--- src/rtl/llm_staged.sv ---
// llm_staged: staged lay-low / attack / deception controller with saturating
// dwell timer, configurable attack depth and a deception budget.
`default_nettype none

module llm_staged #(
  parameter int STAGES          = 2,
  parameter int TIMER_W         = 6,
  parameter int LAY_LOW_TIME    = 20,
  parameter int STAGE_TIME      = 20,
  parameter int LAST_STAGE_TIME = 10,
  parameter int DECEPTION_TIME  = 15,
  parameter int MAX_DECEPTIONS  = 3
) (
  input  logic               clock,
  input  logic               reset_n,
  input  logic               green,
  input  logic               yellow,
  input  logic               red,
  output logic [3:0]         current_state,
  output logic [2:0]         stage,
  output logic [STAGES-1:0]  attack,
  output logic               deception_out,
  output logic               expansion_out,
  output logic [3:0]         deceptions,
  output logic [TIMER_W-1:0] timer
);

  typedef enum logic [3:0] {
    LAY_LOW   = 4'd0,
    DECEPTION = 4'd1,
    ATTACK    = 4'd2,
    FAIL      = 4'd4,
    EXPANSION = 4'd5
  } state_t;

  // Thresholds are zero-extended to the full timer width so saturation compares correctly.
  localparam logic [TIMER_W-1:0] LL_T   = TIMER_W'(LAY_LOW_TIME);
  localparam logic [TIMER_W-1:0] ST_T   = TIMER_W'(STAGE_TIME);
  localparam logic [TIMER_W-1:0] LAST_T = TIMER_W'(LAST_STAGE_TIME);
  localparam logic [TIMER_W-1:0] DEC_T  = TIMER_W'(DECEPTION_TIME);
  localparam logic [3:0]         MAX_D  = 4'(MAX_DECEPTIONS);
  localparam logic [2:0]         LAST_K = 3'(STAGES - 1);
  localparam logic [STAGES-1:0]  STAGE0 = STAGES'(1);

  state_t               state_r, state_n;
  logic [2:0]           stage_r, stage_n;
  logic [STAGES-1:0]    attack_r, attack_n;
  logic                 dec_r, dec_n;
  logic                 exp_r, exp_n;
  logic [3:0]           decs_r, decs_n;
  logic [TIMER_W-1:0]   timer_r, timer_n;
  logic                 load;
  logic                 green_only;

  assign green_only = green & ~yellow & ~red;

  always_ff @(posedge clock or negedge reset_n) begin
    if (!reset_n) begin
      state_r  <= LAY_LOW;
      stage_r  <= 3'd0;
      attack_r <= '0;
      dec_r    <= 1'b0;
      exp_r    <= 1'b0;
      decs_r   <= 4'd0;
      timer_r  <= TIMER_W'(1);
    end else begin
      state_r  <= state_n;
      stage_r  <= stage_n;
      attack_r <= attack_n;
      dec_r    <= dec_n;
      exp_r    <= exp_n;
      decs_r   <= decs_n;
      timer_r  <= timer_n;
    end
  end

  always_comb begin
    state_n  = state_r;
    stage_n  = stage_r;
    attack_n = attack_r;
    dec_n    = dec_r;
    exp_n    = exp_r;
    decs_n   = decs_r;
    load     = 1'b0;

    case (state_r)
      LAY_LOW: begin
        if (red) begin
          state_n = DECEPTION;
          dec_n   = 1'b1;
          decs_n  = (decs_r == 4'hF) ? decs_r : decs_r + 4'd1;
          load    = 1'b1;
        end else if (timer_r >= LL_T && green_only) begin
          state_n  = ATTACK;
          stage_n  = 3'd0;
          attack_n = STAGE0;
          load     = 1'b1;
        end
      end
      ATTACK: begin
        if (red) begin
          state_n = DECEPTION;
          dec_n   = 1'b1;
          decs_n  = (decs_r == 4'hF) ? decs_r : decs_r + 4'd1;
          load    = 1'b1;
        end else if (yellow) begin
          if (stage_r == 3'd0) begin
            state_n  = LAY_LOW;
            attack_n = '0;
          end else begin
            stage_n  = stage_r - 3'd1;
            attack_n = attack_r & ~(STAGE0 << stage_r);
          end
          load = 1'b1;
        end else if (green_only) begin
          if (stage_r < LAST_K && timer_r >= ST_T) begin
            stage_n  = stage_r + 3'd1;
            attack_n = attack_r | (STAGE0 << (stage_r + 3'd1));
            load     = 1'b1;
          end else if (stage_r == LAST_K && timer_r >= LAST_T) begin
            state_n = EXPANSION;
            exp_n   = 1'b1;
            load    = 1'b1;
          end
        end
      end
      DECEPTION: begin
        if (timer_r >= DEC_T) begin
          if (red || decs_r >= MAX_D) begin
            state_n = FAIL;
          end else begin
            state_n  = LAY_LOW;
            attack_n = '0;
            stage_n  = 3'd0;
            dec_n    = 1'b0;
          end
          load = 1'b1;
        end
      end
      FAIL, EXPANSION: begin
      end
      default: begin
        state_n  = LAY_LOW;
        stage_n  = 3'd0;
        attack_n = '0;
        dec_n    = 1'b0;
        exp_n    = 1'b0;
        decs_n   = 4'd0;
        load     = 1'b1;
      end
    endcase

    if (load)
      timer_n = TIMER_W'(1);
    else if (timer_r == {TIMER_W{1'b1}})
      timer_n = timer_r;
    else
      timer_n = timer_r + TIMER_W'(1);
  end

  assign current_state = state_r;
  assign stage         = stage_r;
  assign attack        = attack_r;
  assign deception_out = dec_r;
  assign expansion_out = exp_r;
  assign deceptions    = decs_r;
  assign timer         = timer_r;

endmodule

`default_nettype wire

--- config.mk ---
export PLATFORM = sky130hd
export DESIGN_NAME = llm_staged
export DESIGN_NICKNAME = d
export VERILOG_FILES = /design/src/rtl/llm_staged.sv
export SDC_FILE = /design/constraint.sdc
export NUM_CORES = 1
export LEC_CHECK = 0
export ABC_CLOCK_PERIOD_IN_PS = 1970
export CORE_MARGIN = 2
export CORE_UTILIZATION = 30
export DETAILED_ROUTE_END_ITERATION = 6
export SYNTH_ARGS = -nofsm -noshare
export SYNTH_HDL_FRONTEND = slang
export SYNTH_SLANG_ARGS = --single-unit
--- constraint.sdc ---
create_clock -name clock -period 1.97 [get_ports clock]
set_clock_uncertainty 0.05 [all_clocks]
set_input_delay 0.4925 -clock clock [delete_from_list [all_inputs] [get_ports clock]]
set_output_delay 0.4925 -clock clock [all_outputs]
set_load 0.005 [all_outputs]
# Yosys cells after proc, flatten, opt, wreduce, memory -nomap -nowiden
# Index checks and enable logic that the tools add are counted.
[totals]
regBits = 21
word_cells = 126
[op_classes]
n_addsub = 4
magnitude_cmp = 5
eq_ne = 27
n_shift = 2
muxes = 55
bitwise = 10
n_reduce_logical = 16
[ops]
columns = ["operator", "count"]
rows = [
  ["two-way mux 4 bit", 11],
  ["two-way mux 3 bit", 10],
  ["inequality test 2 bit, second input constant", 11],
  ["two-way mux 2 bit", 9],
  ["two-way mux 1 bit", 16],
  ["inequality test 4 bit, second input constant", 4],
  ["case mux 4 bit (4 select lines)", 1],
  [">= comparator 6 x 4 -> 1 bit, second input constant", 2],
  ["two-way mux 6 bit", 2],
  ["inequality test 3 bit, second input constant", 4],
  ["case mux 3 bit (4 select lines)", 1],
  ["AND reduction 9 bit", 1],
  ["equality test 4 x 3 -> 1 bit, second input constant", 2],
  ["case mux 2 bit (4 select lines)", 1],
  ["case mux 4 bit (2 select lines)", 1],
  ["AND reduction 8 bit", 1],
  ["AND reduction 7 bit", 1],
  ["adder 6 x 1 -> 6 bit, second input constant", 1],
  ["equality test 6 bit, second input constant", 1],
  [">= comparator 6 x 5 -> 1 bit, second input constant", 1],
  ["AND reduction 6 bit", 1],
  ["left shift 1 x 3 -> 2 bit, first input constant", 2],
  ["inverter 1 bit", 5],
  ["adder 4 x 1 -> 4 bit, second input constant", 1],
  ["25 further kinds", 29],
]

# Depth between registers and ports, before layout
[logic_depth]
ltp_word = 9
mapped_depth = 7
depth_no_buf = 7

# Worst setup path after synthesis
# OpenSTA, ideal clock, no wires.
[synth_path]
path_kind = "register -> register"
start = "register timer_r[0] (netlist: timer[0])"
end = "register stage_r[1] (netlist: stage[1])"
setup_time_ns = 0.126
t_arrival_ns = 1.618
slack_ns = 0.176
stages_incl_launch_ff = 7
n_path_buf = 0
path_cell_list = "dfstp_2 > ha_1 > a311o_1 > a311oi_2 > a211oi_2 > o21a_1 > o22ai_1"
[synth_via]
elab_chain_cells = 4
[synth_rtl]
columns = ["element", "line_no", "source"]
rows = [
  ["from (decl)", "51", "logic [TIMER_W-1:0] timer_r, timer_n;"],
  ["from (signal assigned)", "73", "timer_r <= timer_n;"],
  [">= comparator 6 x 5 -> 1 bit", "93, 116", ""],
  ["logical AND 1 bit (on tied branches)", "116, 93", ""],
  ["inequality test 3 bit (no line) / inequality test 2 bit (equally long branches)", "--", ""],
  ["AND reduction 9 bit (no line) (*)", "--", ""],
  ["to (signal assigned)", "68", "stage_r <= stage_n;"],
  ["to (decl)", "46", "logic [2:0] stage_r, stage_n;"],
]
# Every way passes the cells marked *; elsewhere a longest branch is shown, timed or not.
# A chain may end at the register's enable or synchronous reset.

# Worst setup path in the final report
[layout_path]
start = "register timer_r[1] (netlist: timer[1])"
end = "register attack_r[1] (netlist: attack[1])"
[layout_via]
elab_chain_cells = 4
[layout_rtl]
columns = ["element", "line_no", "source"]
rows = [
  [">= comparator 6 x 5 -> 1 bit", "93, 116", ""],
  ["logical AND 1 bit (on tied branches)", "116, 93", ""],
  ["inequality test 3 bit (no line) / inequality test 2 bit (equally long branches)", "--", ""],
  ["AND reduction 8 bit (no line) (*)", "--", ""],
  ["to (signal assigned)", "69", "attack_r <= attack_n;"],
  ["to (decl)", "47", "logic [STAGES-1:0] attack_r, attack_n;"],
]
# Marks and branches as above.

==> results.cfg <==
[outcome]
outcome = finished clean

[hold_path]
holdCritPathClass = register to register
hp-start = deception_out
hold_depth = 2
min_to = deception_out

[global_routing]
grtUsageTotal_pct = 13.9
grt.overflow.total = 0
grt_pass1_vias = 1221
grt_pass1_wl_um = 5670
grt_start_max_net_pins = 21
antenna_found_initial = 0

[timing]
setup_ws_ps = 77.4
finalCritPeriodShare_pct = 96.1
rsz0062_at_grt = no
setup_viol = 0
fmax_mhz = 528
hold_violations = 0
setup-tns-final_ps = 0
slew_viol_final = 0
post-route-min-period_ps = 1890

[cells_and_area]
nets = 204
multiInputGateArea_um2 = 835
drive_gt1_share_pct = 22.5
final_cell_mix = buf_4, clkdlybuf4s50_1, dfrtp_1
syn2layout_area_growth_pct = 39.0
regArea_um2 = 502
final_common_cell = buf_4
antenna-diode-count = 0
nFillCells = 420

[cts]
clk_path_buf_depth = 2
cts_root_buffer = clkbuf_8
cts_max_level = 1
clock_sinks = 20
tritoncts = yes
insertion_delay_ps = 250
clk_pin_slew_worst_paths_ps = 80
cts_buffers = 3

[synthesis]
postSynth.asyncResetShare_pct = 100
synth.net_count = 158
synthFlopType = dfrtp_1
syn_inst = 146
synth-edff-count = 0
netlist_area_um2 = 1360
yosysUniqueCellTypes = 53
synth-seq-area-share_pct = 37.0
ys_warn_count = 0
syn_area_per_cell_um2 = 9.29
ys_seq_elements = 20

[worst_setup_path]
cp_max_fo = 5
critPathKind = register to register
cp_slowest_cell = dfrtp_1
cp_cell_sequence = ha_4, a311o_1, a311oi_2, a211oi_2, buf_4, a21oi_1, a21oi_1
path_buf_inv = 1
crit_path_end_kind = register
ff2ff_setup_slack_ps = 80
crit_arrival_ps = 1970
crit_top_cell = a21oi_1
critical_path.top_delay_family = compound AO/OA/AOI/OAI gates
required_ps = 2050
cp-start-kind = register
rr_endpoint = attack[1]
cpPeakStageDelay_ps = 410
reg2regPathDepth = 7
r2r-start = timer[1]

[placement]
hpwl_um = 2620
gp_congestion = 0.950
portBuffers = 24
dpl_worst_slack_ps = -377

[floorplanning]
num_io_pins = 26
core_um2 = 4350
die_area_um2 = 5080
die_x_um = 71.2
fp.dieH_um = 71.2
num_rows = 24
start_util_pct = 31.1

[detailed_routing]
postRouteAntennaNets = 0
viasPerCell = 5.14
routedWlPerCell_um = 13.9
wirelength_um = 3370
drc_errors = 0
drt-initial-drc-count = 94
first_pass_iters = 4
via_count = 1250

[run]
cap_violations = 0

[power_and_ir_drop]
vdd_drop_max_mv = 0.387
p_leak_nw = 0.811
powerDensity_nw_per_um2 = 1290
worst register-to-register path: stages (launching register included):
cell	delay, ps
dfrtp_1	410
ha_4	190
a311o_1	360
a311oi_2	330
a211oi_2	90
buf_4	160
a21oi_1	130
a21oi_1	60
Yosys cell counts, types with 2 or more instances:
cell type  instances  share of area, %
nor3b_1            2               1.1
buf_2              2              0.74
o21a_1             4               2.2
nand2b_1           6               2.8
xor2_1             2               1.3
nand2_1           10               2.8
o21ai_1            3               1.1
o311ai_1           2               1.3
xnor2_1            2               1.3
a211oi_1           2               1.1
clkbuf_1           3              0.83
and3_1             3               1.4
ha_1               7               6.5
inv_1              5               1.4
a21oi_1           10               3.7
o21ai_0            5               1.8
a31oi_1            4               1.8
mux2i_1            3               2.2
nor2_1            15               4.2
nand3_1            5               1.8
dfrtp_1           19                35
state kept, by name (all words and copies together) (netlist names):
signal and count:
deceptions 4, stage 3, deception_out 1, timer 6, attack 2, current_state 3
expansion_out 1
cell families after synthesis:
logic type / share of synthesized area [%]
adder cells (fa/ha/maj): 6.46
AND/OR/NAND/NOR: 21.5
other: 0.276
AO/OA/AOI/OAI: 25.4
buffers and inverters: 3.78
XOR/XNOR: 2.58
flip-flops: 37.0
multiplexers: 3.04
metrics by stage:
stage	power [mW]	area (um^2)	hold WS (ps)	util, %	instances
global placement	2.09	1800	436	41.3	238
finish	2.44	1890	445	43.3	243
floorplan	1.45	1360	147	-	146
global route	2.65	1890	499	43.3	243
CTS	2.42	1850	448	42.5	242
detailed placement	2.13	1800	429	41.3	238
how the worst max path moves through the flow:
| stage | startpoint | endpoint | slack [ps] | depth (start not counted) |
|---|---|---|---|---|
| 2_1_floorplan | timer[0] | stage[1] | 180 | 6 |
| 3_3_place_gp | red | attack[0] | -300 | 7 |
| 3_5_place_dp | red | attack[1] | -380 | 7 |
| 4_1_cts | timer[1] | attack[1] | 0.4 | 7 |
| 5_1_grt | stage[1] | timer[0] | 0.07 | 7 |
| 6_report | timer[1] | attack[1] | 80 | 7 |
timing repair:
action	4_1_cts	5_1_grt
setup buffers	0	1
pin swaps	1	4
endpoints found under the setup margin	5	5
hold buffers	0	0
gates resized for setup	2	7
power breakdown:
group / leakage [nW] / internal (mW) / switching, mW
clock: 0.0228 / 0.143 / 0.128
combinational: 0.527 / 0.781 / 0.677
sequential: 0.261 / 0.559 / 0.150
cell type report:
type / instances / share of cell area [%]
Sequential cell: 20 / 26.6
Clock buffer: 4 / 2.39
Inverter: 6 / 1.19
Timing Repair Buffer: 47 / 22.1
Multi-Input combinational cell: 114 / 44.3
Tap cell: 52 / 3.45
per-layer routing:
metal	routed length, um	GRT usage, %
met1	1590	18.6
met2	1640	22.9
met3	96	2.25
met4	45	4.40
met5	0	0
Note: power is estimated with default switching activity, not from simulation.
